**src/rtl/mem_port_arbiter.sv**
```systemverilog
// mem_port_arbiter
// Shares one single-port synchronous RAM (1-cycle registered read) between an
// instruction-fetch port (I, read-only) and a data load/store port (D).
// Every access takes four cycles: IDLE -> ISSUE -> RESP -> DONE.
// Optional build macro ARB_ROUND_ROBIN_EN: when defined, ties are resolved
// round-robin with a 1-bit pointer. When undefined, D always wins over I.
//
//   state   | meaning
//   --------+-------------------------------------------------------------
//   S_IDLE  | waiting for a request; winner chosen, RAM address registered
//   S_ISSUE | RAM samples address / write enable
//   S_RESP  | RAM read data valid; captured into owner's rdata, ack set
//   S_DONE  | ack visible for this cycle; requests ignored
module mem_port_arbiter #(
  parameter int AW = 16,
  parameter int DW = 16
) (
  input  logic          Clock,
  input  logic          Resetn,
  input  logic          i_req,
  input  logic [AW-1:0] i_addr,
  output logic [DW-1:0] i_rdata,
  output logic          i_ack,
  input  logic          d_req,
  input  logic          d_we,
  input  logic [AW-1:0] d_addr,
  input  logic [DW-1:0] d_wdata,
  output logic [DW-1:0] d_rdata,
  output logic          d_ack,
  output logic [AW-1:0] mem_addr,
  output logic [DW-1:0] mem_wdata,
  output logic          mem_wren,
  input  logic [DW-1:0] mem_rdata,
  output logic          busy,
  output logic          owner
);

  typedef enum logic [1:0] {
    S_IDLE  = 2'd0,
    S_ISSUE = 2'd1,
    S_RESP  = 2'd2,
    S_DONE  = 2'd3
  } state_t;

  state_t r_state;
  state_t w_next;
  logic   w_any_req;
  logic   w_grant_d;
  logic   r_store;

`ifdef ARB_ROUND_ROBIN_EN
  // 1 = I is favoured on the next tie; reset value favours D.
  logic   r_rr_fav_i;
`endif

  // Arbitration and next-state decode.
  always_comb begin
    w_next    = r_state;
    w_any_req = i_req | d_req;
`ifdef ARB_ROUND_ROBIN_EN
    w_grant_d = d_req & (~i_req | ~r_rr_fav_i);
`else
    w_grant_d = d_req;
`endif
    case (r_state)
      S_IDLE:  if (w_any_req) w_next = S_ISSUE;
      S_ISSUE: w_next = S_RESP;
      S_RESP:  w_next = S_DONE;
      S_DONE:  w_next = S_IDLE;
      default: w_next = S_IDLE;
    endcase
  end

  // State register.
  always_ff @(posedge Clock or posedge Resetn) begin
    if (Resetn) r_state <= S_IDLE;
    else        r_state <= w_next;
  end

`ifdef ARB_ROUND_ROBIN_EN
  // Pointer moves only when a transaction is granted, toward the other port.
  always_ff @(posedge Clock or posedge Resetn) begin
    if (Resetn)                            r_rr_fav_i <= 1'b0;
    else if (r_state == S_IDLE && w_any_req) r_rr_fav_i <= w_grant_d;
  end
`endif

  // RAM request registers, read-data capture and ack pulses.
  always_ff @(posedge Clock or posedge Resetn) begin
    if (Resetn) begin
      mem_addr  <= '0;
      mem_wdata <= '0;
      mem_wren  <= 1'b0;
      i_rdata   <= '0;
      d_rdata   <= '0;
      i_ack     <= 1'b0;
      d_ack     <= 1'b0;
      owner     <= 1'b0;
      r_store   <= 1'b0;
    end else begin
      case (r_state)
        S_IDLE: begin
          if (w_any_req) begin
            owner     <= w_grant_d;
            mem_addr  <= w_grant_d ? d_addr : i_addr;
            mem_wdata <= w_grant_d ? d_wdata : '0;
            mem_wren  <= w_grant_d & d_we;
            r_store   <= w_grant_d & d_we;
          end
        end
        S_ISSUE: mem_wren <= 1'b0;
        S_RESP: begin
          if (owner) begin
            d_ack <= 1'b1;
            // A store has no read data to return; d_rdata keeps its last load.
            if (!r_store) d_rdata <= mem_rdata;
          end else begin
            i_ack   <= 1'b1;
            i_rdata <= mem_rdata;
          end
        end
        S_DONE: begin
          i_ack <= 1'b0;
          d_ack <= 1'b0;
        end
        default: ;
      endcase
    end
  end

  assign busy = (r_state != S_IDLE);

endmodule

```
**config.mk**
```make
export PLATFORM = sky130hd
export DESIGN_NAME = mem_port_arbiter
export DESIGN_NICKNAME = d
export VERILOG_FILES = /design/src/rtl/mem_port_arbiter.sv
export SDC_FILE = /design/constraint.sdc
export NUM_CORES = 1
export LEC_CHECK = 0
export ABC_CLOCK_PERIOD_IN_PS = 2900
export BUFFER_PORTS_ARGS = -buffer_cell sky130_fd_sc_hd__buf_4
export CAP_MARGIN = 5
export CORE_MARGIN = 5
export CORE_UTILIZATION = 50
export CTS_CLUSTER_SIZE = 12
export DETAILED_ROUTE_END_ITERATION = 7
export PLACE_DENSITY_LB_ADDON = 0.3
export SLEW_MARGIN = 25
export SYNTH_ARGS = -nofsm -noshare
export SYNTH_HDL_FRONTEND = slang
export SYNTH_SLANG_ARGS = --single-unit
```
**constraint.sdc**
```tcl
create_clock -name Clock -period 2.9 [get_ports Clock]
set_input_delay 0 -clock Clock [delete_from_list [all_inputs] [get_ports Clock]]
set_output_delay 0 -clock Clock [all_outputs]
set_load 0.02 [all_outputs]
```
==> results.py <==
metrics = {
    "placement": {
        "port_buffers": 137,
        "place_hpwl_um": 5540,
        "gp_congestion": 0.784,
    },
    "cts": {
        "clk_latency_ns": 0.33,
        "htree_levels": 3,
        "cts.sinks": 71,
        "clockBufferDepth": 2,
        "cts_buffers": 9,
        "cts_tree": "built",
        "cts_root_buffer": "clkbuf_8",
        "clk_pin_slew_ns": 0.07,
        "post_cts_resized": 0,
    },
    "worst_setup_path": {
        "rr_endpoint": "mem_addr[6]$_DFFE_PP0P_",
        "cp-end-kind": "flip-flop",
        "worstPathArrival_ns": 2.73,
        "crit_path_start": "r_state[1]$_DFFE_PP0P_",
        "reg2reg_slack_ns": 0.38,
        "reg2reg_depth": 6,
        "worstSetupStartpointType": "flip-flop",
        "rr_startpoint": "r_state[1]$_DFFE_PP0P_",
        "critPathMaxFanout": 17,
        "cp.required_ns": 3.11,
        "endpoint": "mem_addr[6]$_DFFE_PP0P_",
        "critical_path_class": "flip-flop to flip-flop",
    },
    "sta": {
        "setup_viol": 0,
        "slew_headroom": 0.449,
        "tns_ns": 0,
        "worst_slew_pin_slew_ns": 0.827,
        "report.final.hold_viol_count": 0,
        "fin_crit_sh": 0.869,
        "slew_violations": 0,
        "timing.fmax_mhz": 397,
        "min_period_ns": 2.52,
        "whs_ns": 0.0124,
        "rsz0062_at_grt": "false",
        "clock_skew_ns": 0.00772,
    },
    "route": {
        "vias": 2599,
        "first_pass_iters": 4,
        "drt_iter0_markers": 117,
        "post_drt_wl_per_cell_um": 17.0,
        "viasPerCell": 5.14,
        "wl_um": 8600,
        "route.antenna.remaining_nets": 0,
        "post-route-drc-count": 0,
    },
    "synthesis": {
        "synthCells": 232,
        "synthArstFlopShare": 1.00,
        "synth_area_per_cell_um2": 12.8,
        "synth_top_area_cell": "dfrtp_1",
        "synth_edf_count": 0,
        "synth_ff_type": "dfrtp_1",
        "synth_area_um2": 2970,
        "synth-seq-area-share": 0.599,
        "ys_top_cells_by_area": "dfrtp_1 60%, mux2_2 12%, nor3_1 5.6%, a22o_1 5.0%, nor3b_1 3.8%",
        "synth_nets": 307,
        "yosys.area.top_type_share": 0.599,
        "ys_ff_latch": 71,
        "yosysWarnings": 0,
        "synth_cell_types": 28,
    },
    "final_layout": {
        "syn2layout_area_growth_pct": 61.7,
        "final_util": 0.820,
        "n_antenna_cell": 0,
        "nets": 502,
        "fill_cells": 345,
        "drive_above_1_share": 0.448,
    },
    "power_and_ir_drop": {
        "ir_drop_mv": 0.614,
        "cellPowerDensity_nw_per_um2": 1090,
        "leakage_uw": 0.00227,
    },
    "global_route": {
        "antenna_found_initial": 0,
        "use_met1": 0.280,
        "grt_pass1_wl_um": 14000,
        "busiest_layer": "met2",
        "grtUsageMet2": 0.424,
        "grt_start_max_net_pins": 39,
        "met3_usage": 0.0530,
        "grt-ovfl-total": 0,
        "grt_pass1_vias": 2812,
        "grt_use_total": 0.241,
    },
    "run_status": {
        "status": "finished clean",
    },
    "floorplanning": {
        "core_um2": 5850,
        "die_area_um2": 7570,
        "initial_core_util": 0.507,
        "rows": 28,
        "die_y_um": 87.0,
        "boundaryPins": 138,
        "die_x_um": 87.0,
    },
    "flow_run": {
        "maxCapViolations": 0,
    },
    "min_path": {
        "hold_path.class": "primary input to flip-flop",
    },
}
==> layout by cell type (no fill, tap or decap), types with 2 or more instances in the layout <==
master / instances
mux2i_1: 2
ha_1: 6
buf_4: 139
nor3b_1: 15
clkinv_2: 3
dlygate4sd3_1: 59
nand2_1: 6
clkbuf_8: 9
a22o_1: 17
nor3_1: 33
mux2_2: 32
nand2b_1: 2
a21oi_1: 2
dfrtp_1: 71
inv_1: 2
nor2_1: 17
==> routing by layer <==
layer  vias up  share of wire
li1       1213              -
met1      1251           0.36
met2       112           0.54
met3        23          0.067
met4         0          0.027
met5         -              0
==> worst max-delay path, cell delays in order, from the launching register on <==
cell and delay (ns):
dfrtp_1 0.45, inv_1 0.13, ha_1 0.37, nand2_1 0.44
nor3_1 0.37, nor3_1 0.08, dlygate4sd3_1 0.56
==> cells in the mapped netlist, drive strengths merged, types with 4 or more instances <==
cell,instances
inv,4
a22o,17
mux2,33
nor3b,15
ha,6
clkbuf,4
dfrtp,71
nor3,33
nor2,17
nand2,6
buf,10
==> where the power goes <==
group | switching [µW] | leakage, µW | internal, µW
registers | 296 | 0.000839 | 1480
logic | 1380 | 0.00134 | 1330
clock network | 354 | 0.0000953 | 391
==> flip-flops by register name, indices dropped and copies added (netlist names) <==
signal	cells
r_state	2
i_ack	1
mem_addr	16
d_rdata	16
mem_wren	1
mem_wdata	16
r_store	1
i_rdata	16
owner	1
d_ack	1
==> worst min-delay path by stage <==
stage                     start                        end  cells after the start
floorplan           d_wdata[10]  mem_wdata[10]$_DFFE_PP0P_                      1
global placement         Resetn   mem_wdata[4]$_DFFE_PP0P_                      2
detailed placement       Resetn   mem_wdata[3]$_DFFE_PP0P_                      2
CTS                  i_addr[14]   mem_addr[14]$_DFFE_PP0P_                      3
global route          i_addr[5]    mem_addr[5]$_DFFE_PP0P_                      3
finish                d_addr[7]    mem_addr[7]$_DFFE_PP0P_                      3
==> cell families (layout without fill, tap and decap cells) <==
| kind of cell | Yosys count | in the layout | synth area share |
|---|---|---|---|
| flops | 71 | 71 | 0.599 |
| mux | 35 | 35 | 0.133 |
| compound gates | 24 | 24 | 0.0658 |
| fa+ha+maj | 6 | 6 | 0.0253 |
| buf+inv | 18 | 217 | 0.0338 |
| simple gates | 78 | 78 | 0.143 |
==> through the flow <==
step	cells	total power (µW)	setup WS, ns	instance area [µm²]
floorplan	232	3270	1.10	2970
global placement	432	4210	1.05	4020
detailed placement	432	4290	0.956	4020
CTS	506	5230	0.475	4800
global route	506	5550	0.198	4800
finish	506	5230	0.381	4800
==> layout make-up <==
| cell class | instances | area, µm² | share of cell area |
|---|---|---|---|
| flip-flops and latches | 71 | 1780 | 0.370 |
| repair buffers | 198 | 1630 | 0.341 |
| multi-input cells | 143 | 1090 | 0.227 |
| clock buffers | 9 | 124 | 0.0258 |
| well taps | 75 | 93.8 | 0.0196 |
| clock inverters | 6 | 61.3 | 0.0128 |
| inverters | 4 | 17.5 | 0.00365 |
==> timing repair <==
action	4_1_cts	5_1_grt
setup buffers	0	0
hold buffers	59	0
endpoints found under the hold margin	85	0
Power figures use the tool's default switching activity.
